`src/rtl/z80_wb_bridge_p.sv`:
```
// rtl/z80_wb_bridge_p.sv - Z80 pin bus to Wishbone classic master bridge with paging, waits, INTA and timeout
module z80_wb_bridge_p #(
    parameter int                  WB_ADR_W    = 24,
    parameter int                  PAGE_W      = 8,
    parameter int                  IO_A_W      = 8,
    parameter logic [WB_ADR_W-1:0] IO_BASE     = 24'hFF0000,
    parameter logic [7:0]          INT_VECTOR  = 8'hFF,
    parameter int                  TIMEOUT_CYC = 255
) (
    input  logic                CLK,
    input  logic                RESET,
    input  logic                nM1,
    input  logic                nMREQ,
    input  logic                nIORQ,
    input  logic                nRD,
    input  logic                nWR,
    input  logic                nRFSH,
    input  logic [15:0]         A,
    input  logic [7:0]          D_i,
    output logic [7:0]          D_o,
    output logic                D_oe,
    output logic                nWAIT,
    input  logic [PAGE_W-1:0]   page,
    output logic                wb_cyc_o,
    output logic                wb_stb_o,
    output logic                wb_we_o,
    output logic [WB_ADR_W-1:0] wb_adr_o,
    output logic [7:0]          wb_dat_o,
    input  logic [7:0]          wb_dat_i,
    output logic                wb_sel_o,
    input  logic                wb_ack_i,
    output logic                bus_err
);

    localparam int MEM_W = PAGE_W + 16;
    localparam int TO_W  = (TIMEOUT_CYC > 0) ? $clog2(TIMEOUT_CYC + 1) : 1;
    localparam logic [TO_W-1:0] TO_LAST = (TIMEOUT_CYC > 0) ? TO_W'(TIMEOUT_CYC - 1) : '0;

    typedef enum logic [1:0] {IDLE, BUS, HOLD} state_t;

    state_t              state, state_next;
    logic                prev_mem, prev_io, prev_inta;
    logic [7:0]          rdata;
    logic                rd_op;
    logic [TO_W-1:0]     tcnt;
    logic [MEM_W-1:0]    mem_full;
    logic [WB_ADR_W-1:0] mem_adr;
    logic [WB_ADR_W-1:0] io_adr;

    logic mem_rq, io_rq, inta;
    logic mem_rise, io_rise, inta_rise, start, timeout_hit;

    assign mem_rq    = ~nMREQ & nRFSH & (~nRD | ~nWR);
    assign io_rq     = ~nIORQ & nM1 & (~nRD | ~nWR);
    assign inta      = ~nIORQ & ~nM1;
    assign mem_rise  = mem_rq & ~prev_mem;
    assign io_rise   = io_rq & ~prev_io;
    assign inta_rise = inta & ~prev_inta;
    assign start     = (state == IDLE) & (mem_rise | io_rise);

    // A timed-out cycle is the TIMEOUT_CYC-th BUS cycle; counter holds cycles already spent
    assign timeout_hit = (TIMEOUT_CYC != 0) && (state == BUS) && (tcnt == TO_LAST);

    assign mem_full = {page, A};
    generate
        if (MEM_W >= WB_ADR_W) begin : g_mem_trunc
            assign mem_adr = mem_full[WB_ADR_W-1:0];
        end else begin : g_mem_ext
            assign mem_adr = {{(WB_ADR_W - MEM_W){1'b0}}, mem_full};
        end
    endgenerate

    assign io_adr = IO_BASE | {{(WB_ADR_W - IO_A_W){1'b0}}, A[IO_A_W-1:0]};

    assign wb_sel_o = wb_cyc_o;
    assign D_o      = rdata;
    assign D_oe     = (state == HOLD) & rd_op & (~nRD | ~nIORQ);

    // Stall the Z80 from the request cycle until the Wishbone cycle has finished
    assign nWAIT = RESET | ~(((state == IDLE) & (mem_rise | io_rise)) |
                             ((state == BUS) & (mem_rq | io_rq)));

    // State register
    always_ff @(posedge CLK) begin
        if (RESET) begin
            state <= IDLE;
        end else begin
            state <= state_next;
        end
    end

    // Next-state decode
    always_comb begin
        state_next = state;
        case (state)
            IDLE: begin
                if (mem_rise | io_rise) begin
                    state_next = BUS;
                end else if (inta_rise) begin
                    state_next = HOLD;
                end
            end
            BUS: begin
                if (wb_ack_i | timeout_hit) begin
                    state_next = HOLD;
                end
            end
            HOLD: begin
                if (~(mem_rq | io_rq | inta)) begin
                    state_next = IDLE;
                end
            end
            default: state_next = IDLE;
        endcase
    end

    // Wishbone master registers, read-data capture, timeout counter and error pulse.
    // Edge history resets to "active" so strobes held through reset never start a cycle.
    always_ff @(posedge CLK) begin
        if (RESET) begin
            prev_mem  <= 1'b1;
            prev_io   <= 1'b1;
            prev_inta <= 1'b1;
            wb_cyc_o  <= 1'b0;
            wb_stb_o  <= 1'b0;
            wb_we_o   <= 1'b0;
            wb_adr_o  <= '0;
            wb_dat_o  <= 8'h00;
            rdata     <= 8'hFF;
            rd_op     <= 1'b0;
            tcnt      <= '0;
            bus_err   <= 1'b0;
        end else begin
            prev_mem  <= mem_rq;
            prev_io   <= io_rq;
            prev_inta <= inta;
            bus_err   <= 1'b0;
            case (state)
                IDLE: begin
                    if (start) begin
                        wb_cyc_o <= 1'b1;
                        wb_stb_o <= 1'b1;
                        wb_we_o  <= ~nWR;
                        wb_adr_o <= mem_rise ? mem_adr : io_adr;
                        wb_dat_o <= D_i;
                        rd_op    <= nWR;
                        tcnt     <= '0;
                    end else if (inta_rise) begin
                        rdata <= INT_VECTOR;
                        rd_op <= 1'b1;
                    end
                end
                BUS: begin
                    if (wb_ack_i) begin
                        wb_cyc_o <= 1'b0;
                        wb_stb_o <= 1'b0;
                        if (!wb_we_o) begin
                            rdata <= wb_dat_i;
                        end
                    end else if (timeout_hit) begin
                        wb_cyc_o <= 1'b0;
                        wb_stb_o <= 1'b0;
                        rdata    <= 8'hFF;
                        bus_err  <= 1'b1;
                    end else if (tcnt != {TO_W{1'b1}}) begin
                        tcnt <= tcnt + TO_W'(1);
                    end
                end
                default: begin
                end
            endcase
        end
    end

endmodule

```
`config.mk`:
```
export PLATFORM = sky130hd
export DESIGN_NAME = z80_wb_bridge_p
export DESIGN_NICKNAME = d
export VERILOG_FILES = /design/src/rtl/z80_wb_bridge_p.sv
export SDC_FILE = /design/constraint.sdc
export NUM_CORES = 1
export LEC_CHECK = 0
export ABC_AREA = 1
export BUFFER_PORTS_ARGS = -buffer_cell sky130_fd_sc_hd__buf_2
export CORE_UTILIZATION = 45
export DETAILED_ROUTE_END_ITERATION = 7
export PLACE_DENSITY_LB_ADDON = 0.2
export SETUP_SLACK_MARGIN = 0.5
export SYNTH_ARGS = -nofsm -noshare
export SYNTH_HDL_FRONTEND = slang
export SYNTH_SLANG_ARGS = --single-unit
```
`constraint.sdc`:
```
create_clock -name CLK -period 1.9 [get_ports CLK]
set_input_delay 0.285 -clock CLK [delete_from_list [all_inputs] [get_ports CLK]]
set_output_delay 0.285 -clock CLK [all_outputs]
set_load 0.005 [all_outputs]
```
==> results of run 1 <==
timing repair:
item                                    in CTS  in global routing
gates resized for setup                     31                 52
pin swaps                                    8                 25
endpoints found under the setup margin      29                 31
cloned                                       3                  0
setup buffers                               16                 10
logic make-up after synthesis:
logic type,count (synthesis),share of synthesized area
adder cells (fa/ha/maj),2,0.00988
XOR/XNOR,2,0.00692
AO/OA/AOI/OAI,56,0.111
buffers and inverters,40,0.0726
flip-flops,57,0.451
AND/OR/NAND/NOR,196,0.349
Yosys cell counts (all sizes together):
| cell type | n |
|---|---|
| xnor2 | 1 |
| ha | 2 |
| a21oi | 23 |
| clkbuf | 7 |
| inv | 22 |
| nand4 | 10 |
| o21ai | 33 |
| nand2 | 72 |
| xor2 | 1 |
| buf | 11 |
| nor2 | 84 |
| dfxtp | 57 |
| nand3 | 24 |
| nor3 | 3 |
| nor3b | 1 |
| or2 | 2 |
power by group:
group          switching (mW)  internal (mW)
clock                   0.483          0.999
combinational           0.373          0.309
sequential             0.0598           1.28
total                   0.916           2.59
layout make-up:
type                       count  area, um2  area share
tap                           70       87.6      0.0231
clock inverter                 5        129      0.0340
timing repair buffer         128        758       0.200
inverter                      22        100      0.0264
sequential                    57       1170       0.308
clock buffer                  10        128      0.0337
multi-input combinational    259       1420       0.375
registers in the layout (all words and copies together) (netlist names):
signal and count:
wb_stb_o 1, wb_dat_o 8, bus_err 1, prev_io 1, tcnt 8, wb_adr_o 24, D_o 8, rd_op 1
prev_mem 1, wb_we_o 1, prev_inta 1, state 2
worst max-delay path, cell delays in order, from the launching register on:
cell     delay [ps]
dfxtp_1         320
inv_1            50
nand3_2          90
nand2_4          70
nand2_4          80
inv_4            40
o21ai_2         120
buf_2           120
per-layer routing:
metal / vias up / global-route usage / share of wire
met5: - / 0 / 0
met4: 0 / 0.115 / 0.028
met3: 23 / 0.0488 / 0.063
met2: 108 / 0.417 / 0.49
met1: 1266 / 0.284 / 0.42
li1: 1390 / - / -
path summary, 6_finish.rpt:
kind                            slack [ps]     endpoint     from  depth (start not counted)
worst min-delay path                   180  wb_adr_o[3]     A[3]                          3
worst min register to register         440        rd_op    rd_op                          2
worst max register to register         490      tcnt[0]  tcnt[0]                         10
worst max-delay path                   400        nWAIT  prev_io                          7
metrics by stage:
step	cells	setup WS [ps]
2_1_floorplan	353	535
3_3_place_gp	507	296
3_5_place_dp	507	294
4_1_cts	541	421
5_1_grt	551	369
6_report	551	402
==> impl_metrics.py, run 1 <==
metrics = {
    "finish": {
        "utilization": 0.719,
        "drive_gt1_frac": 0.428,
        "area_growth_pct": 49.7,
        "layout.cells.most_common": "buf_2",
        "diodes": 0,
        "n_fill_cell": 417,
        "fin_nets": 528,
        "most-common-layout-cells": "buf_2 (95), nor2_1 (68), nand2_1 (63), dfxtp_1 (46), buf_4 (26)",
        "fin_area_mm2": 0.00379,
    },
    "setup_path": {
        "worstPathRequired_ps": 1620,
        "crit_fanout": 2,
        "crit_path_end_kind": "output port",
        "start_kind": "register",
        "crit_type": "reg -> out",
        "arrival_ps": 1210,
    },
    "global_routing": {
        "grt_pass1_wl_um": 11500,
        "grt_max_degree": 26,
        "grt_overflow": 0,
        "antenna_found_initial": 0,
        "grt_pass1_vias": 2605,
        "grt.total_usage": 0.241,
    },
    "cts": {
        "cts_tree": "yes",
        "cts_buffers": 9,
        "cts_buffer_depth": 2,
        "h-tree-depth": 3,
        "ctsHoldBuffers": 0,
        "clk_pin_slew_ps": 70,
        "clockRootBuffer": "clkbuf_8",
        "cts_sinks": 57,
        "insertion_delay_ps": 340,
    },
    "synth": {
        "yosysTopAreaCell": "dfxtp_1",
        "syn_avg_cell_area_um2": 7.17,
        "synth_cells": 353,
        "synth_top_area_frac": 0.451,
        "yosys_warnings": 0,
        "synth_seq_cells": 57,
        "synth_cell_type_count": 26,
        "synthTopCellsByArea": "dfxtp_1 (45%), nor2_1 (11%), nand2_1 (9.9%)",
        "synth_seq_area_share": 0.451,
        "synth_fp_nets": 404,
        "synthesis.area_mm2": 0.00253,
    },
    "timing": {
        "rsz0062_at_grt": "true",
        "relSlewSlack": 0.831,
        "layout_min_cycle_time_ps": 1500,
        "hold_viol": 0,
        "fin_skew_ps": 5.38,
        "report.final.slew_viol_count": 0,
        "whs_ps": 183,
        "tns_ps": 0,
        "max_freq_ghz": 0.667,
        "worst_slew_pin_slew_ps": 254,
        "fin_crit_sh": 0.789,
        "finalSetupViolations": 0,
    },
    "placement": {
        "dpl-instance-area_mm2": 0.00305,
        "dpl.hpwl_um": 4380,
        "place_congestion": 0.817,
        "port_buffers": 95,
    },
    "power": {
        "power_mw": 3.51,
        "ir_worst_vdd_uv": 477,
        "p_per_area_mw_per_mm2": 926,
        "leakagePower_nw": 1.70,
    },
    "floorplanning": {
        "core-area_mm2": 0.00527,
        "io_pins": 96,
        "initial_core_util": 0.481,
        "chipHeight_um": 77.0,
        "die-area_mm2": 0.00593,
        "rows": 26,
        "fp.dieW_um": 77.0,
    },
    "job": {
        "drv_cap": 0,
    },
    "route": {
        "drt_iter0_drc": 157,
        "wirelength_um": 7260,
        "route.detailed.drc": 0,
        "first_pass_iters": 4,
        "post_drt_wl_per_cell_um": 13.2,
        "drtAntennaViolNets": 0,
        "routed-via-count": 2787,
        "vias_per_cell": 5.06,
    },
    "worst_hold_path": {
        "hold_class": "in -> reg",
    },
    "outcome": {
        "status": "finished clean",
    },
}
(Power assumes the default switching activity.)
==> inputs of run 2 (changes only) <==
Settings changed: ABC_AREA 1 to 0.
Clock period 1.9 ns to 1.55 ns, I/O delays scaled along.
==> run 2 against run 1 <==
The flow now finishes with violations (negative setup slack). Sequential share of layout area shrank 2.1 points. Synthesized cell count shrank 27%. First-iteration DRC count shrank 32%. Area after synthesis shrank 7.0%. Wire length grew 22%. Critical path depth is the same. Largest power group is now sequential cells.
==> impl_metrics.py, run 2 <==
metrics = {
    "outcome": {
        "status": "complete, but fails checks",
        "violations": "negative setup slack",
    },
    "cts": {
        "clockRootBuffer": "clkbuf_8",
        "cts_tree": "yes",
        "h-tree-depth": 3,
        "cts_buffer_depth": 2,
        "insertion_delay_ps": 350,
        "cts_buffers": 9,
        "clk_pin_slew_ps": 70,
        "cts_sinks": 57,
    },
    "synth": {
        "synthTopCellsByArea": "dfxtp_1 (48%), nand2_1 (6.1%), nor2_1 (5.9%)",
        "synth_flop_cell": "dfxtp_1",
        "synth_edf_count": 0,
        "synth_cells": 256,
        "synth_top_family_by_area": "simple AND/OR/NAND/NOR gates",
        "synthTopCellsByCount": "dfxtp_1 (57), nand2_1 (38), nor2_1 (37)",
        "synthesis.area_mm2": 0.00235,
        "synth_seq_area_share": 0.485,
        "synth_compound_area_frac": 0.197,
        "yosys.area_share.simple": 0.213,
        "synth_mux_area_frac": 0.0340,
        "syn_avg_cell_area_um2": 9.20,
        "yosysTopAreaCell": "dfxtp_1",
        "synth_fa_ha_area_frac": 0.0106,
        "synth_seq_cells": 57,
        "synth_xor_area_frac": 0.0186,
        "synthMostInstantiatedCell": "dfxtp_1",
        "synth_cell_type_count": 46,
        "synth_fp_nets": 307,
        "yosys_warnings": 0,
        "synthArstFlopShare": 0,
        "synth_top_area_frac": 0.485,
    },
    "finish": {
        "largest_register_ffs": 24,
        "diodes": 0,
        "utilization": 0.865,
        "drive_gt1_frac": 0.722,
        "regMostFlops": "wb_adr_o",
        "layout.cells.most_common": "buf_2",
        "fin_area_mm2": 0.00422,
        "n_fill_cell": 251,
        "fin_nets": 449,
        "area_growth_pct": 79.3,
        "most-common-layout-cells": "buf_2 (87), dfxtp_2 (37), nor2_1 (29), buf_4 (26), buf_6 (23)",
    },
    "setup_path": {
        "crit_fanout": 8,
        "crit_type": "reg -> reg",
        "r2r-start": "tcnt[0]",
        "r2r.worst_path.cells": 7,
        "r2r_end": "D_o[6]",
        "worstPathRequired_ps": 1810,
        "arrival_ps": 1960,
        "start_kind": "register",
        "reg2reg_slack_ps": -150,
        "crit_path_end_kind": "register",
    },
    "timing": {
        "layout_min_cycle_time_ps": 1700,
        "hold_viol": 0,
        "relSlewSlack": 0.650,
        "fin_crit_sh": 1.10,
        "max_freq_ghz": 0.587,
        "fin_skew_ps": 9.33,
        "finalSetupViolations": 17,
        "fin_ws_ps": -153,
        "report.final.slew_viol_count": 0,
        "worst_slew_pin_slew_ps": 526,
        "rsz0062_at_grt": "true",
    },
    "floorplanning": {
        "io_pins": 96,
        "fp.dieW_um": 74.3,
        "die-area_mm2": 0.00553,
        "initial_core_util": 0.483,
        "chipHeight_um": 74.3,
        "rows": 25,
        "core-area_mm2": 0.00488,
    },
    "route": {
        "vias_per_cell": 5.57,
        "first_pass_iters": 4,
        "drtAntennaViolNets": 0,
        "wirelength_um": 8820,
        "routed-via-count": 2618,
        "route.detailed.drc": 0,
        "post_drt_wl_per_cell_um": 18.8,
        "drt_iter0_drc": 106,
    },
    "global_routing": {
        "grt_overflow": 0,
        "antenna_found_initial": 0,
        "grt_pass1_vias": 2393,
        "grt_pass1_wl_um": 11000,
        "grt.total_usage": 0.269,
        "grt_max_degree": 39,
    },
    "placement": {
        "dpl.hpwl_um": 4170,
        "dpl-instance-area_mm2": 0.00315,
        "port_buffers": 95,
        "place_congestion": 0.839,
    },
    "worst_hold_path": {
        "min_to": "wb_adr_o[1]",
        "hold_path_depth": 3,
        "min-delay-start": "A[1]",
        "hold_class": "in -> reg",
    },
    "power": {
        "ir_worst_vdd_uv": 709,
        "p_per_area_mw_per_mm2": 888,
        "leakagePower_nw": 1.83,
    },
    "job": {
        "drv_cap": 0,
    },
}
-- run 2: cell count changes after synthesis, moves of 5 or more --
cell / previous run / this run
o221a_2: 0 / 8
o21ai_0: 15 / 6
nand4_1: 9 / 2
o21ai_1: 18 / 1
mux2i_1: 0 / 8
a22oi_1: 0 / 8
inv_2: 5 / 0
nor2_1: 74 / 37
inv_1: 17 / 4
nand2_2: 5 / 0
nand2_1: 67 / 38
nand3_1: 22 / 3
nor2_2: 6 / 0
-- run 2: layer usage --
layer	GRT usage	share of wire	vias to the layer above
met5	0	0	-
met4	0.101	0.040	0
met3	0.112	0.059	30
met2	0.447	0.53	117
met1	0.309	0.37	1271
li1	-	-	1200
-- run 2: cell type report --
| type | instances | area [um2] | area share |
|---|---|---|---|
| Multi-Input combinational cell | 180 | 1590 | 0.375 |
| Sequential cell | 57 | 1210 | 0.287 |
| Timing Repair Buffer | 146 | 1110 | 0.264 |
| Clock buffer | 14 | 173 | 0.0409 |
| Tap cell | 67 | 83.8 | 0.0199 |
| Clock inverter | 2 | 35.0 | 0.00830 |
| Inverter | 4 | 17.5 | 0.00415 |
-- run 2: power by group --
| part | switching (mW) | internal (mW) | total [mW] |
|---|---|---|---|
| combinational | 0.329 | 0.371 | 0.700 |
| clock | 0.599 | 0.873 | 1.47 |
| sequential | 0.0522 | 1.53 | 1.58 |
| total | 0.980 | 2.77 | 3.75 |
-- run 2: how the worst max path moves through the flow --
stage	from	endpoint	slack, ps	cells past startpoint
3_3_place_gp	tcnt[0]	tcnt[7]	10	6
4_1_cts	prev_mem	nWAIT	30	5
6_report	tcnt[0]	D_o[6]	-150	7
2_1_floorplan	tcnt[0]	D_o[0]	30	6
3_5_place_dp	tcnt[0]	tcnt[7]	-50	6
5_1_grt	tcnt[0]	D_o[6]	-240	7
-- run 2: per-stage QoR --
step | setup TNS (ps) | hold WS [ps] | power, mW | cells | setup WS [ps]
after floorplan | 0 | 327 | 1.84 | 256 | 26.6
after global routing | -2680 | 111 | 3.87 | 470 | -242
after detailed placement | -61.6 | 443 | 2.03 | 424 | -52.8
after CTS | 0 | 116 | 3.59 | 458 | 27.8
final | -1290 | 115 | 3.75 | 470 | -153
after global placement | 0 | 439 | 2.02 | 424 | 10.1
-- run 2: cell families after synthesis --
| kind of cell | after synthesis |
|---|---|
| xor+xnor | 5 |
| simple gates | 101 |
| buf+inv | 19 |
| compound gates | 64 |
| mux | 8 |
| fa+ha+maj | 2 |
| flops | 57 |
-- run 2: worst max-delay path, stage by stage (launching register included) --
cell and delay, ps:
dfxtp_4 370, inv_4 70, ha_4 150, nand4_1 160, o21a_2 300, nor3_4 170, buf_12 160, mux2i_1 220
-- run 2: repair_timing --
action | 4_1_cts | 5_1_grt
endpoints found under the setup margin | 65 | 94
hold buffers | 0 | 0
cloned | 2 | 3
buffers inserted | 16 | 9
gates resized for setup | 58 | 101
pin swaps | 25 | 37
==> inputs of run 3 (changes only) <==
Settings changed: ABC_AREA 0 to 1.
==> run 3 against run 2 <==
The flow still finishes with violations (negative setup slack). Global-route usage grew 0.12 points. Largest power group unchanged. Clock power barely moved. First-iteration DRC count increased by 110%. Flip-flop and latch count stayed put. Total power is 9.9% higher. Non-clock buffer count shrank 13. Count of clock-buffer cells in the layout down 1.
==> impl_metrics.py, run 3 (synthesized netlist as in run 1, its figures left out) <==
metrics = {
    "route": {
        "route.detailed.drc": 0,
        "routed-via-count": 3013,
        "wirelength_um": 8970,
        "post_drt_wl_per_cell_um": 16.1,
        "vias_per_cell": 5.42,
        "drtAntennaViolNets": 0,
        "first_pass_iters": 5,
        "drt_iter0_drc": 220,
    },
    "cts": {
        "cts_buffer_depth": 2,
        "ctsHoldBuffers": 0,
        "clockRootBuffer": "clkbuf_8",
        "cts_sinks": 57,
        "clk_pin_slew_ps": 60,
        "cts_buffers": 9,
        "cts_tree": "yes",
        "h-tree-depth": 3,
        "insertion_delay_ps": 340,
    },
    "outcome": {
        "violations": "negative setup slack",
        "status": "complete, but fails checks",
    },
    "timing": {
        "fin_ws_ps": -112,
        "hold_viol": 0,
        "finalSetupViolations": 1,
        "rsz0062_at_grt": "true",
        "tns_ps": -112,
        "relSlewSlack": 0.756,
        "fin_skew_ps": 4.07,
        "max_freq_ghz": 0.602,
        "fin_crit_sh": 1.07,
        "report.final.slew_viol_count": 0,
        "layout_min_cycle_time_ps": 1660,
        "whs_ps": 129,
        "worst_slew_pin_slew_ps": 366,
    },
    "setup_path": {
        "r2r.worst_path.cells": 10,
        "reg2reg_slack_ps": 30,
        "worstPathRequired_ps": 1320,
        "crit_path_start": "state[1]",
        "start_kind": "register",
        "r2r-start": "state[1]",
        "crit_type": "reg -> out",
        "r2r_end": "D_o[2]",
        "arrival_ps": 1430,
        "crit_path_end_kind": "output port",
        "crit_fanout": 3,
    },
    "finish": {
        "regMostFlops": "wb_adr_o",
        "drive_gt1_frac": 0.574,
        "area_growth_pct": 65.3,
        "layout.cells.most_common": "buf_2",
        "fin_nets": 533,
        "largest_register_ffs": 24,
        "diodes": 0,
        "most-common-layout-cells": "buf_2 (91), nor2_1 (68), nand2_1 (52), dfxtp_1 (28), dfxtp_2 (24)",
        "fin_cells": 556,
    },
    "placement": {
        "place_ws_ps": 11.5,
        "place_congestion": 0.833,
        "dp.cells": 513,
        "dpl.hpwl_um": 4580,
        "port_buffers": 95,
    },
    "power": {
        "leakagePower_nw": 1.84,
        "intPower_mw": 2.94,
        "power_mw": 4.12,
        "p_sw_mw": 1.18,
        "p_clk_frac": 0.355,
        "ir_worst_vdd_uv": 1250,
        "p_seq_frac": 0.404,
        "p_per_area_mw_per_mm2": 985,
        "combinationalPowerShare": 0.241,
        "swShare": 0.287,
    },
    "global_routing": {
        "grt_pass1_vias": 2705,
        "grt_pass1_wl_um": 12400,
        "antenna_found_initial": 0,
        "grt_max_degree": 29,
        "grt.total_usage": 0.270,
        "grt_overflow": 0,
    },
    "worst_hold_path": {
        "min_to": "wb_adr_o[23]",
        "hold_class": "in -> reg",
        "hold_path_depth": 3,
        "min-delay-start": "page[7]",
    },
    "floorplanning": {
        "core-area_mm2": 0.00527,
        "fp.dieW_um": 77.0,
        "die-area_mm2": 0.00593,
        "initial_core_util": 0.481,
        "chipHeight_um": 77.0,
        "io_pins": 96,
        "rows": 26,
    },
    "job": {
        "drv_cap": 0,
    },
}
[run 3: cell count changes in the layout (fill, tap and decap cells not counted), moves of 9 or more]
cell and delta:
o21ai_1 +9, nand2_4 -10, o21ai_2 +20, dfxtp_1 +15, nand2_1 +32, dfxtp_2 -13, inv_1 +10, nand2_2 +10
nand3_1 +14, nor2_1 +39
[run 3: power by group through the flow]
stage               sequential, mW  combinational (mW)  clock (mW)
finish                        1.66               0.993        1.46
global route                  1.67                1.07        1.55
CTS                           1.65               0.855        1.50
detailed placement            1.67               0.656           0
global placement              1.67               0.648           0
floorplan                     1.68               0.421           0
[run 3: what timing repair did]
action                                 CTS  global route
pin swaps                               30            13
endpoints found under the hold margin    0             0
setup endpoints to repair               60            82
buffers inserted                        20             4
resized for setup                       81            81
gates cloned                             4             0
[run 3: final cells by class]
class                   count  area (um2)
flip-flops and latches     57        1190
clock inverters             2        35.0
clock buffers              13         179
fillers                   338        1080
inverters                  22         105
repair buffers            133         922
multi-input cells         259        1670
well taps                  70        87.6
[run 3: critical path, cell delays in order, from the launching register on]
cell and delay [ps]:
dfxtp_4 390, inv_6 50, nor2_1 190, nand2_1 110
a21oi_1 190, buf_2 160
[run 3: worst max-delay path by stage]
stage | cells past startpoint | endpoint
5_1_grt | 5 | D_oe
4_1_cts | 6 | nWAIT
2_1_floorplan | 10 | tcnt[0]
6_report | 5 | D_oe
3_5_place_dp | 8 | tcnt[1]
3_3_place_gp | 9 | tcnt[0]
[run 3: through the flow]
stage	util	area, um2
after CTS	0.734	3870
after global routing	0.794	4190
after global placement	0.602	3170
final	0.794	4190
after detailed placement	0.602	3170
after floorplan	-	2640
[run 3: per-layer routing]
layer	vias to the layer above	share of wire	global-route usage	routed length [um]
met2	173	0.50	0.464	4480
met5	-	0	0	0
li1	1409	-	-	-
met3	59	0.065	0.0821	579
met4	0	0.054	0.134	484
met1	1372	0.38	0.301	3430
